==> src/rtl/pc_fetch_unit_if.sv <==
// Instruction-memory read port between the fetch stage and imem.
// Busy-wait handshake: data is valid when READ=1 and BUSYWAIT=0.
interface pc_fetch_unit_if;
  logic        IMEM_READ;
  logic [31:0] IMEM_ADDR;
  logic [31:0] IMEM_INSTR;
  logic        IMEM_BUSYWAIT;

  modport master (
    output IMEM_READ,
    output IMEM_ADDR,
    input  IMEM_INSTR,
    input  IMEM_BUSYWAIT
  );

  modport slave (
    input  IMEM_READ,
    input  IMEM_ADDR,
    output IMEM_INSTR,
    output IMEM_BUSYWAIT
  );
endinterface

==> src/rtl/pc_fetch_unit.sv <==
// RV32IM instruction-fetch stage: PC, imem read port, IF/ID register.
// Handles redirects, busy-wait squash and one-entry stall buffer.
module pc_fetch_unit #(
  parameter logic [31:0] RESET_VECTOR = 32'h0000_0000,
  parameter logic [31:0] NOP_INSTR    = 32'h0000_0013
) (
  input  logic        CLK,
  input  logic        RESET_N,
  input  logic [31:0] B_PC,
  input  logic        BRANCH_SEL,
  input  logic        HAZ_STALL,
  pc_fetch_unit_if.master imem,
  output logic [31:0] IF_PC,
  output logic [31:0] IF_PC4,
  output logic [31:0] IF_INSTR,
  output logic        IF_VALID,
  output logic        FLUSH
);

  typedef enum logic [1:0] {
    BOOT,
    FETCH,
    HOLD,
    REDIR_WAIT
  } state_t;

  state_t      r_state;
  logic [31:0] r_pc;
  logic [31:0] r_redir_pc;
  logic [31:0] r_buf_pc;
  logic [31:0] r_buf_instr;
  logic [31:0] r_if_pc;
  logic [31:0] r_if_pc4;
  logic [31:0] r_if_instr;
  logic        r_if_valid;

  logic [31:0] w_tgt;
  logic [31:0] w_pc4;
  logic        w_busy;
  logic        w_ld_bub;
  logic        w_ld_mem;
  logic        w_ld_buf;

  assign w_tgt  = B_PC & ~32'h3;
  assign w_pc4  = r_pc + 32'd4;
  assign w_busy = imem.IMEM_BUSYWAIT;

  assign imem.IMEM_READ = (r_state == FETCH) ||
                          (r_state == REDIR_WAIT);
  assign imem.IMEM_ADDR = r_pc;
  assign FLUSH          = BRANCH_SEL;

  assign IF_PC    = r_if_pc;
  assign IF_PC4   = r_if_pc4;
  assign IF_INSTR = r_if_instr;
  assign IF_VALID = r_if_valid;

  // IF/ID load select; no select means IF/ID holds.
  always_comb begin
    w_ld_bub = 1'b0;
    w_ld_mem = 1'b0;
    w_ld_buf = 1'b0;
    unique case (r_state)
      BOOT: ;
      FETCH: begin
        if (BRANCH_SEL)     w_ld_bub = 1'b1;
        else if (HAZ_STALL) w_ld_bub = 1'b0;
        else if (w_busy)    w_ld_bub = 1'b1;
        else                w_ld_mem = 1'b1;
      end
      HOLD: begin
        if (BRANCH_SEL)      w_ld_bub = 1'b1;
        else if (!HAZ_STALL) w_ld_buf = 1'b1;
      end
      REDIR_WAIT: begin
        w_ld_bub = BRANCH_SEL || !HAZ_STALL;
      end
    endcase
  end

  always_ff @(posedge CLK) begin
    if (!RESET_N) begin
      r_if_pc    <= 32'h0;
      r_if_pc4   <= 32'h0;
      r_if_instr <= NOP_INSTR;
      r_if_valid <= 1'b0;
    end else if (w_ld_bub) begin
      r_if_pc    <= r_pc;
      r_if_pc4   <= w_pc4;
      r_if_instr <= NOP_INSTR;
      r_if_valid <= 1'b0;
    end else if (w_ld_mem) begin
      r_if_pc    <= r_pc;
      r_if_pc4   <= w_pc4;
      r_if_instr <= imem.IMEM_INSTR;
      r_if_valid <= 1'b1;
    end else if (w_ld_buf) begin
      r_if_pc    <= r_buf_pc;
      r_if_pc4   <= r_buf_pc + 32'd4;
      r_if_instr <= r_buf_instr;
      r_if_valid <= 1'b1;
    end
  end

  always_ff @(posedge CLK) begin
    if (!RESET_N) begin
      r_state     <= BOOT;
      r_pc        <= RESET_VECTOR;
      r_redir_pc  <= RESET_VECTOR;
      r_buf_pc    <= 32'h0;
      r_buf_instr <= NOP_INSTR;
    end else begin
      unique case (r_state)
        BOOT: r_state <= FETCH;
        FETCH: begin
          if (w_busy) begin
            // In-flight access cannot be aborted; park target.
            if (BRANCH_SEL) begin
              r_redir_pc <= w_tgt;
              r_state    <= REDIR_WAIT;
            end
          end else if (BRANCH_SEL) begin
            r_pc <= w_tgt;
          end else if (HAZ_STALL) begin
            r_buf_pc    <= r_pc;
            r_buf_instr <= imem.IMEM_INSTR;
            r_pc        <= w_pc4;
            r_state     <= HOLD;
          end else begin
            r_pc <= w_pc4;
          end
        end
        HOLD: begin
          if (BRANCH_SEL) begin
            r_pc    <= w_tgt;
            r_state <= FETCH;
          end else if (!HAZ_STALL) begin
            r_state <= FETCH;
          end
        end
        REDIR_WAIT: begin
          if (!w_busy) begin
            r_pc    <= BRANCH_SEL ? w_tgt : r_redir_pc;
            r_state <= FETCH;
          end else if (BRANCH_SEL) begin
            r_redir_pc <= w_tgt;
          end
        end
      endcase
    end
  end

endmodule

==> src/flat_wrapper.sv <==
// flat-port wrapper written by rule: the top's interface ports become plain ports
module pc_fetch_unit_flat 
#(
  parameter logic [31:0] RESET_VECTOR = 32'h0000_0000,
  parameter logic [31:0] NOP_INSTR    = 32'h0000_0013
)
  (CLK, RESET_N, B_PC, BRANCH_SEL, HAZ_STALL, IF_PC, IF_PC4, IF_INSTR, IF_VALID, FLUSH, imem_IMEM_READ, imem_IMEM_ADDR, imem_IMEM_INSTR, imem_IMEM_BUSYWAIT);
  pc_fetch_unit_if imem_i ();
  input  logic CLK;
  input  logic RESET_N;
  input  logic [31:0] B_PC;
  input  logic BRANCH_SEL;
  input  logic HAZ_STALL;
  output logic [31:0] IF_PC;
  output logic [31:0] IF_PC4;
  output logic [31:0] IF_INSTR;
  output logic IF_VALID;
  output logic FLUSH;
  output wire logic [$bits(imem_i.IMEM_READ)-1:0] imem_IMEM_READ;
  output wire logic [$bits(imem_i.IMEM_ADDR)-1:0] imem_IMEM_ADDR;
  input wire logic [$bits(imem_i.IMEM_INSTR)-1:0] imem_IMEM_INSTR;
  input wire logic [$bits(imem_i.IMEM_BUSYWAIT)-1:0] imem_IMEM_BUSYWAIT;
  assign imem_IMEM_READ = imem_i.IMEM_READ;
  assign imem_IMEM_ADDR = imem_i.IMEM_ADDR;
  assign imem_i.IMEM_INSTR = imem_IMEM_INSTR;
  assign imem_i.IMEM_BUSYWAIT = imem_IMEM_BUSYWAIT;
  pc_fetch_unit #(.RESET_VECTOR(RESET_VECTOR), .NOP_INSTR(NOP_INSTR)) u_core (.CLK(CLK), .RESET_N(RESET_N), .B_PC(B_PC), .BRANCH_SEL(BRANCH_SEL), .HAZ_STALL(HAZ_STALL), .imem(imem_i), .IF_PC(IF_PC), .IF_PC4(IF_PC4), .IF_INSTR(IF_INSTR), .IF_VALID(IF_VALID), .FLUSH(FLUSH));
endmodule
==> config.mk <==
export PLATFORM = sky130hd
export DESIGN_NAME = pc_fetch_unit_flat
export DESIGN_NICKNAME = d
export VERILOG_FILES = /design/src/rtl/pc_fetch_unit_if.sv /design/src/rtl/pc_fetch_unit.sv /design/src/flat_wrapper.sv
export SDC_FILE = /design/constraint.sdc
export NUM_CORES = 1
export LEC_CHECK = 0
export ABC_AREA = 1
export BUFFER_PORTS_ARGS = -buffer_cell sky130_fd_sc_hd__buf_2
export CORE_MARGIN = 2
export CORE_UTILIZATION = 40
export CTS_CLUSTER_SIZE = 28
export DETAILED_ROUTE_END_ITERATION = 10
export HOLD_SLACK_MARGIN = 0.03
export PLACE_DENSITY = 0.61
export SLEW_MARGIN = 0
export SYNTH_ARGS = -nofsm -noshare
export SYNTH_HDL_FRONTEND = slang
export SYNTH_SLANG_ARGS = --single-unit
==> constraint.sdc <==
create_clock -name CLK -period 2.3 [get_ports CLK]
set_input_delay 0.46 -clock CLK [delete_from_list [all_inputs] [get_ports CLK]]
set_output_delay 0.46 -clock CLK [all_outputs]
set_load 0.02 [all_outputs]
* Word-level counts from Yosys, hierarchy flattened
Cells that the tools add are included.
** Storage, ports and cells
- Bits in registers :: 227
- Input bits :: 69
- Output and inout port bits :: 131
- Word-level logic and storage cells :: 73
** Cells by class
- Add/subtract/negate cells :: 2
- Eq/ne operators :: 10
- Multiplexer cells :: 36
- Bitwise logic cells :: 3
- Reductions and logical operators :: 13
** Operators with widths (number)
- $mux W32 :: 13
- $pmux W32 S3 :: 1
- $add A32 B3 Y32 const B :: 2
- $mux W2 :: 7
- $mux W1 :: 13
- $ne A3 B3 Y1 const B :: 4
- $pmux W2 S4 :: 1
- $reduce_and A4 Y1 :: 2
- $ne A2 B2 Y1 const B :: 3
- $reduce_bool A3 Y1 :: 2
- $reduce_and A5 Y1 :: 1
- $eq A2 B2 Y1 const B :: 2
- $reduce_or A2 Y1 :: 2
- $not A1 Y1 :: 3
- $pmux W1 S3 :: 1
- $eq A2 B1 Y1 const B :: 1
- $logic_not A2 Y1 :: 1
- $logic_or A1 B1 Y1 :: 2
- $reduce_and A2 Y1 :: 1
- $reduce_bool A2 Y1 :: 1
- $logic_not A1 Y1 :: 1

* Logic depth before layout (Yosys ltp)
Gate-level depths: netlist of run 1.
- Depth after elaboration :: 6
- Mapped depth :: 12
- Depth with buffers taken out :: 12

* Worst setup path before layout of run 1
No wires, ideal clock.
- Path kind :: reg2reg
- Start point :: register u_core.r_pc[3], in the netlist u_core.imem.IMEM_ADDR[3]
- End point :: register u_core.r_if_pc4[26], in the netlist u_core.IF_PC4[26]
- Setup time :: 0.128 ns
- Arrival :: 1.679 ns
- Required time :: 2.172 ns
- Setup slack :: 0.493 ns
- Stages on the path, launching flop included :: 11
- Path buffers :: 0
- Period minus slack after synthesis :: 1.807 ns
- Cell sequence :: dfxtp_1 -> ha_1 -> nand2_1 -> nor2_1 -> nand2_1 -> nor2_1 -> nand3_1 -> nand2_1 -> nand2_1 -> nand3_1 -> a21oi_1
** On the way
- Longest elaborated chain between the ends :: 3
** Ends and longest elaborated chain
- from (decl) :: RTL line pc_fetch_unit.sv:28 : logic [31:0] r_pc;
- from (signal assigned) :: RTL line pc_fetch_unit.sv:123 : r_pc <= w_tgt;
- from (signal assigned) :: RTL line pc_fetch_unit.sv:127 : r_pc <= w_pc4;
- from (signal assigned) :: RTL line pc_fetch_unit.sv:130 : r_pc <= w_pc4;
- $add A32 B3 Y32 (*) :: RTL line pc_fetch_unit.sv:45 : assign w_pc4 = r_pc + 32'd4;
- $mux W32 :: RTL line pc_fetch_unit.sv:92 : end else if (w_ld_mem) begin
- $mux W32 (*) :: RTL line pc_fetch_unit.sv:87 : end else if (w_ld_bub) begin
- to (signal assigned) :: RTL line pc_fetch_unit.sv:89 : r_if_pc4 <= w_pc4;
- to (signal assigned) :: RTL line pc_fetch_unit.sv:94 : r_if_pc4 <= w_pc4;
- to (signal assigned) :: RTL line pc_fetch_unit.sv:99 : r_if_pc4 <= r_buf_pc + 32'd4;
- to (decl) :: RTL line pc_fetch_unit.sv:33 : logic [31:0] r_if_pc4;
Mark *: on every way between the ends. The rest lies on a longest branch, timed or not.
A chain may end at the register's enable or synchronous reset.

* Worst setup path after layout of run 1
- Start point :: register u_core.r_buf_pc[3]
- End point :: register u_core.r_if_pc4[26], in the netlist u_core.IF_PC4[26]
** On the way
- Longest elaborated chain between the ends :: 4
** Ends and longest elaborated chain
- from (decl) :: RTL line pc_fetch_unit.sv:30 : logic [31:0] r_buf_pc;
- from (signal assigned) :: RTL line pc_fetch_unit.sv:125 : r_buf_pc <= r_pc;
- $add A32 B3 Y32 :: RTL line pc_fetch_unit.sv:99
- $mux W32 :: RTL line pc_fetch_unit.sv:97 : end else if (w_ld_buf) begin
- $mux W32 :: RTL line pc_fetch_unit.sv:92
- $mux W32 :: RTL line pc_fetch_unit.sv:87
Every way passes these cells. The select of a mux whose other input is x is not followed.

==> impl_metrics.csv, run 1 <==
group,metric,value,unit
critical_path,critPathKind,"reg -> reg",
clocking,cts_resized,0,
sta,period_minus_slack,2.10,ns
critical_path,crit_arrival,2.50,ns
drt,num_vias,11313,
clocking,clkTransAtPathRegs,0.06,ns
critical_path,rr_startpoint,"u_core.r_buf_pc[3]",
sta,fin_crit_sh,91.2,%
synthesis,yosys_most_used_dff,"dfxtp_1",
clocking,post_cts_buffers,0,
synthesis,syn_nets,1717,
synthesis,synth_common_cells,"405 x nand2_1, 225 x dfxtp_1, 192 x nor2_1",
synthesis,yosysUniqueCellTypes,38,
place,dp_hpwl,25800,um
sta,tns,0,ns
clocking,hold_buffers,0,
hold_path,hold_start,"imem_IMEM_INSTR[1]",
synthesis,netlist_area,10900,um2
critical_path,crit_path_max_fanout,4,
clocking,cts_htree_levels,1,
sta,finalHoldViolCount,0,
global_route,grt-ovfl-total,0,
clocking,cts_buffer_depth,3,
place,portBuffers,197,
synthesis,yosysMostFrequentCell,"nand2_1",
drt,drt-initial-drc-count,904,
drt,routedWlPerCell,16.5,um
synthesis,yosys.area.top_type,"dfxtp_1",
floorplanning,ios,200,
floorplanning,core,26900,um2
clocking,clock-sinks,225,
clocking,numCtsBuffers,26,
floorplanning,die_h,169,um
place,gp_congestion,0.955,
floorplanning,die_area,28700,um2
synthesis,synth_top_area_share,41.1,%
floorplanning,rows,60,
global_route,antenna_found_initial,0,
synthesis,syn-mean-instance-area,6.65,um2
critical_path,cp-start-kind,"flip-flop",
run_status,status,"finished, final reports clean",
sta,fmax,0.477,GHz
synthesis,synth.ff_latch_count,225,
critical_path,end_kind,"flip-flop",
synthesis,synth_edf_count,0,
floorplanning,die_x,169,um
cells_and_area,fill_cells,2802,
global_route,grt_usage,24.6,%
pwr,power.density,754,nW/um2
sta,rsz0062_at_grt,"no",
global_route,grt_first_pass_wirelength,56800,um
synthesis,synthCells,1646,
cells_and_area,utilization,49.6,%
synthesis,async_flop_share,0,%
pwr,vdd_ir_drop_max,0.479,mV
flow_run,cap_viol_max_count,0,
synthesis,synth_area_leaders,"dfxtp_1 41%, nand2_1 14%, o21ai_0 8.5%, a21oi_1 6.6%, nor2_1 6.6%",
sta,whs,0.156,ns
sta,relSlewSlack,44.3,%
pwr,p_leak,5.89,nW
clocking,clkLatencyLatePin,0.53,ns
drt,drt-total-wl,36000,um
sta,skew,0.00846,ns
critical_path,required,2.70,ns
critical_path,crit_start,"u_core.r_buf_pc[3]",
sta,setup_viol,0,
global_route,grt_max_degree,70,
global_route,grt_pass1_vias,10323,
cells_and_area,drive_above_1_share,16.3,%
cells_and_area,antenna_cells,0,
sta,worstMarginPinSlew,0.835,ns
pwr,finalPower,10.1,mW
sta,slew_viol_final,0,
drt,dr.pass1.iters,5,
sta,setup_slack,0.203,ns
drt,via_per_inst,5.19,
clocking,cts_tree,"done",
cells_and_area,layout.nets,1890,
synthesis,seq_area_frac_synth,41.1,%
drt,drc,0,
clocking,cts-root-buf,"clkbuf_16",
drt,drtAntennaViolNets,0,
cells_and_area,area_growth,21.8,%
hold_path,hold_path_class,"in -> reg",
synthesis,yosys_warnings,0,
floorplanning,initial_core_util,40.7,%
place,post-place-ws,0.240,ns
## routing by layer
layer  vias up  GRT usage (%)  part of all wire, %
met3        55           3.92                  6.4
met4         0           6.80                  2.5
met5         -              0                    0
li1       5717              -                    -
met1      5173           33.1                   45
met2       368           41.1                   46
## registers in the layout (all words and copies together) (netlist names)
name and cells:
u_core.IF_VALID 1, u_core.r_redir_pc 32, u_core.imem.IMEM_ADDR 32, u_core.IF_PC 32
u_core.IF_PC4 30, u_core.r_buf_instr 32, u_core.r_state 2, u_core.r_buf_pc 32
u_core.IF_INSTR 32
## through the flow
stage | cells | cell area [um2]
global placement | 2132 | 12400
finish | 2179 | 13300
CTS | 2179 | 13300
global route | 2179 | 13300
detailed placement | 2132 | 12400
floorplan | 1646 | 10900
## report_power, final
| part | switching [mW] | total (mW) | internal, mW |
|---|---|---|---|
| Sequential | 0.195 | 4.30 | 4.11 |
| Combinational | 1.01 | 1.50 | 0.489 |
| Clock | 1.70 | 4.25 | 2.54 |
## final timing paths
path                      endpoint  slack (ns)  cells after the start
min reg2reg  u_core.r_redir_pc[29]        0.44                      2
max reg2reg      u_core.IF_PC4[26]        0.20                     10
max              u_core.IF_PC4[26]        0.20                     10
min          u_core.r_buf_instr[1]        0.16                      3
## logic make-up (layout without fill, tap and decap cells)
family                     after synthesis  after routing  share of synthesized area (%)
xor gates and xnor gates                24             24                           1.92
adders and majority gates                2              2                          0.229
and+or+nand+nor                        711            711                           26.0
DFF                                    225            225                           41.1
buffers and inverters                  259            451                           9.40
AOI/OAI and AO/OA                      425            425                           21.3
## placed cells by master (no fill, tap or decap), types with 20 or more instances in the layout
master / Yosys / layout
nand2_1: 405 / 405
dfxtp_1: 225 / 225
buf_2: 29 / 196
nor2_1: 192 / 192
o21ai_0: 187 / 187
inv_1: 156 / 156
a21oi_1: 144 / 144
nand3_1: 71 / 71
buf_4: 3 / 38
a31oi_1: 32 / 32
clkbuf_16: 0 / 27
nor3_1: 25 / 25
a21boi_0: 20 / 20
## area by class of cell
type                    instances  area [um2]  area share (%)
repair buffers                245        1490            11.2
clock buffers                  38         807            6.06
well taps                     341         427            3.20
inverters                     159         597            4.48
multi-input cells            1162        5420            40.7
flip-flops and latches        225        4500            33.8
clock inverters                 9        87.6           0.657
## critical path: stages, from the launching register on
cell and delay, ns:
dfxtp_1 0.38, ha_1 0.21, nand2_1 0.09, nor2_1 0.29
nand2_1 0.15, nor2_1 0.33, inv_1 0.13, nor2_1 0.11
nand3_1 0.07, nand3_1 0.15, a21oi_1 0.07
Note: power is estimated with default switching activity, not from simulation.
==> inputs of run 2 (changes only) <==
--- a/config.mk
+++ b/config.mk
@@ -12,7 +12,8 @@
 export CTS_CLUSTER_SIZE = 28
 export DETAILED_ROUTE_END_ITERATION = 10
 export HOLD_SLACK_MARGIN = 0.03
-export PLACE_DENSITY = 0.61
+export PLACE_DENSITY = 0.66
+export RECOVER_POWER = 100
 export SLEW_MARGIN = 0
 export SYNTH_ARGS = -nofsm -noshare
 export SYNTH_HDL_FRONTEND = slang
==> impl_metrics.csv, run 2 (synthesized netlist as in run 1, its figures left out) <==
group,metric,value,unit
cells_and_area,drive_above_1_share,8.57,%
pwr,power.switching,2.86,mW
clocking,cts_htree_levels,1,
critical_path,path_buf_inv,0,
cells_and_area,antenna_cells,0,
sta,worstMarginPinSlew,0.804,ns
critical_path,rrSetupSlack,0.14,ns
sta,finalHoldViolCount,0,
cells_and_area,area_growth,19.1,%
critical_path,rr_startpoint,"u_core.imem.IMEM_ADDR[3]",
drt,num_vias,11419,
global_route,grt_pass1_vias,10636,
hold_path,hold_depth,3,
drt,drt-total-wl,35600,um
clocking,cts_buffer_depth,3,
drt,dr.pass1.iters,5,
critical_path,cp-start-kind,"flip-flop",
run_status,status,"finished, final reports clean",
drt,met3_length,2140,um
place,dp_hpwl,25500,um
sta,skew,0.0300,ns
critical_path,critPathSlowestCell,"dfxtp_1",
pwr,sw_frac_of_total,28.7,%
pwr,p_int,7.10,mW
sta,setup_viol,0,
clocking,clkTransAtPathRegs,0.06,ns
place,portBuffers,197,
sta,rsz0062_at_grt,"no",
floorplanning,die_x,169,um
cells_and_area,final_common_cell,"nand2_1",
drt,drtAntennaViolNets,0,
hold_path,min_to,"u_core.r_buf_instr[1]",
global_route,antenna_found_initial,0,
hold_path,hold_start,"imem_IMEM_INSTR[1]",
drt,dr.max_layer_used,"met4",
sta,period_minus_slack,2.16,ns
place,gp_congestion,0.932,
clocking,clkLatencyLatePin,0.55,ns
cells_and_area,layout_common_cells,"406 x nand2_1, 225 x dfxtp_1, 190 x nor2_1, 189 x o21ai_0, 158 x inv_1",
drt,via_per_inst,5.26,
drt,routedWlPerCell,16.4,um
pwr,p_leak,5.30,nW
sta,fmax,0.464,GHz
critical_path,critPathKind,"reg -> reg",
global_route,grt_max_degree,76,
sta,tns,0,ns
pwr,vdd_ir_drop_max,0.534,mV
sta,slew_viol_final,0,
drt,wl_met1,15700,um
clocking,post_cts_buffers,0,
floorplanning,core,26900,um2
hold_path,hold_path_class,"in -> reg",
critical_path,slowest_delay,0.43,ns
critical_path,cp_cell_sequence,"ha_1, nand2_1, nor2_1, nand3_1, nor2_1, xor2_1, nand2_1, a21oi_1",
sta,relSlewSlack,46.4,%
critical_path,rr_worst_depth,8,
floorplanning,die_h,169,um
place,post-place-ws,0.116,ns
critical_path,crit_path_max_fanout,6,
global_route,grt-ovfl-total,0,
clocking,clock-sinks,225,
sta,setup_slack,0.143,ns
floorplanning,die_area,28700,um2
drt,wl_met2,16300,um
pwr,pwr-share-clk,42.2,%
pwr,seq_power_share,43.4,%
drt,drc,0,
critical_path,timing.rr.end,"u_core.imem.IMEM_ADDR[16]",
critical_path,end_kind,"flip-flop",
flow_run,cap_viol_max_count,0,
clocking,cts-root-buf,"clkbuf_16",
critical_path,crit_arrival,2.62,ns
sta,fin_crit_sh,93.8,%
critical_path,critPathTopFamily,"simple AND/OR/NAND/NOR gates",
critical_path,required,2.76,ns
cells_and_area,layout.nets,1886,
global_route,grt_usage,24.2,%
pwr,finalPower,9.96,mW
clocking,cts_tree,"done",
drt,drt-initial-drc-count,1016,
pwr,power.density,764,nW/um2
floorplanning,ios,200,
clocking,numCtsBuffers,25,
floorplanning,rows,60,
floorplanning,initial_core_util,40.7,%
pwr,combPwrFrac,14.3,%
global_route,grt_first_pass_wirelength,56200,um
## run 2: worst min-delay path, cell delays in order
cell and delay (ns):
buf_2 0.09, nand2_1 0.04, nand3_1 0.07
## run 2: area by class of cell
class / count / area, um2
fillers: 2834 / 13800
multi-input cells: 1162 / 5420
repair buffers: 242 / 1220
flip-flops and latches: 225 / 4500
clock inverters: 8 / 133
clock buffers: 35 / 733
well taps: 341 / 427
inverters: 159 / 597
## run 2: power groups by stage
stage	combinational [mW]	sequential, mW	clock [mW]
detailed placement	1.48	4.40	0
finish	1.43	4.33	4.21
CTS	1.49	4.32	4.27
global route	1.58	4.35	4.42
global placement	1.46	4.40	0
floorplan	0.747	4.51	0
## run 2: worst max path at each step
stage / start / endpoint / slack, ns / depth (start not counted)
after floorplan: u_core.imem.IMEM_ADDR[3] / u_core.IF_PC4[26] / 0.49 / 10
after global placement: BRANCH_SEL / u_core.IF_PC4[20] / 0.17 / 12
after detailed placement: BRANCH_SEL / u_core.IF_PC4[20] / 0.12 / 12
after CTS: u_core.imem.IMEM_ADDR[3] / u_core.imem.IMEM_ADDR[16] / 0.16 / 8
after global routing: u_core.imem.IMEM_ADDR[3] / u_core.imem.IMEM_ADDR[16] / 0.002 / 8
final: u_core.imem.IMEM_ADDR[3] / u_core.imem.IMEM_ADDR[16] / 0.14 / 8
## run 2: repair_timing
action | CTS | global route
endpoints found under the hold margin | 0 | 0
hold buffers | 0 | 0
endpoints found under the setup margin | 0 | 3
gates resized for setup | 0 | 2
## run 2: stage by stage
stage               util (%)  instance area [um2]  std cells  hold WS, ns
floorplan                  -                10900       1646        0.420
global placement        46.1                12400       2129        0.432
detailed placement      46.1                12400       2129        0.435
CTS                     49.4                13300       2172        0.121
global route            48.5                13000       2172        0.141
finish                  48.5                13000       2172        0.137
## run 2: routing by layer
metal / track usage (%) / vias up
li1: - / 5727
met1: 32.1 / 5245
met2: 40.1 / 371
met3: 3.33 / 76
met4: 9.18 / 0
met5: 0 / -
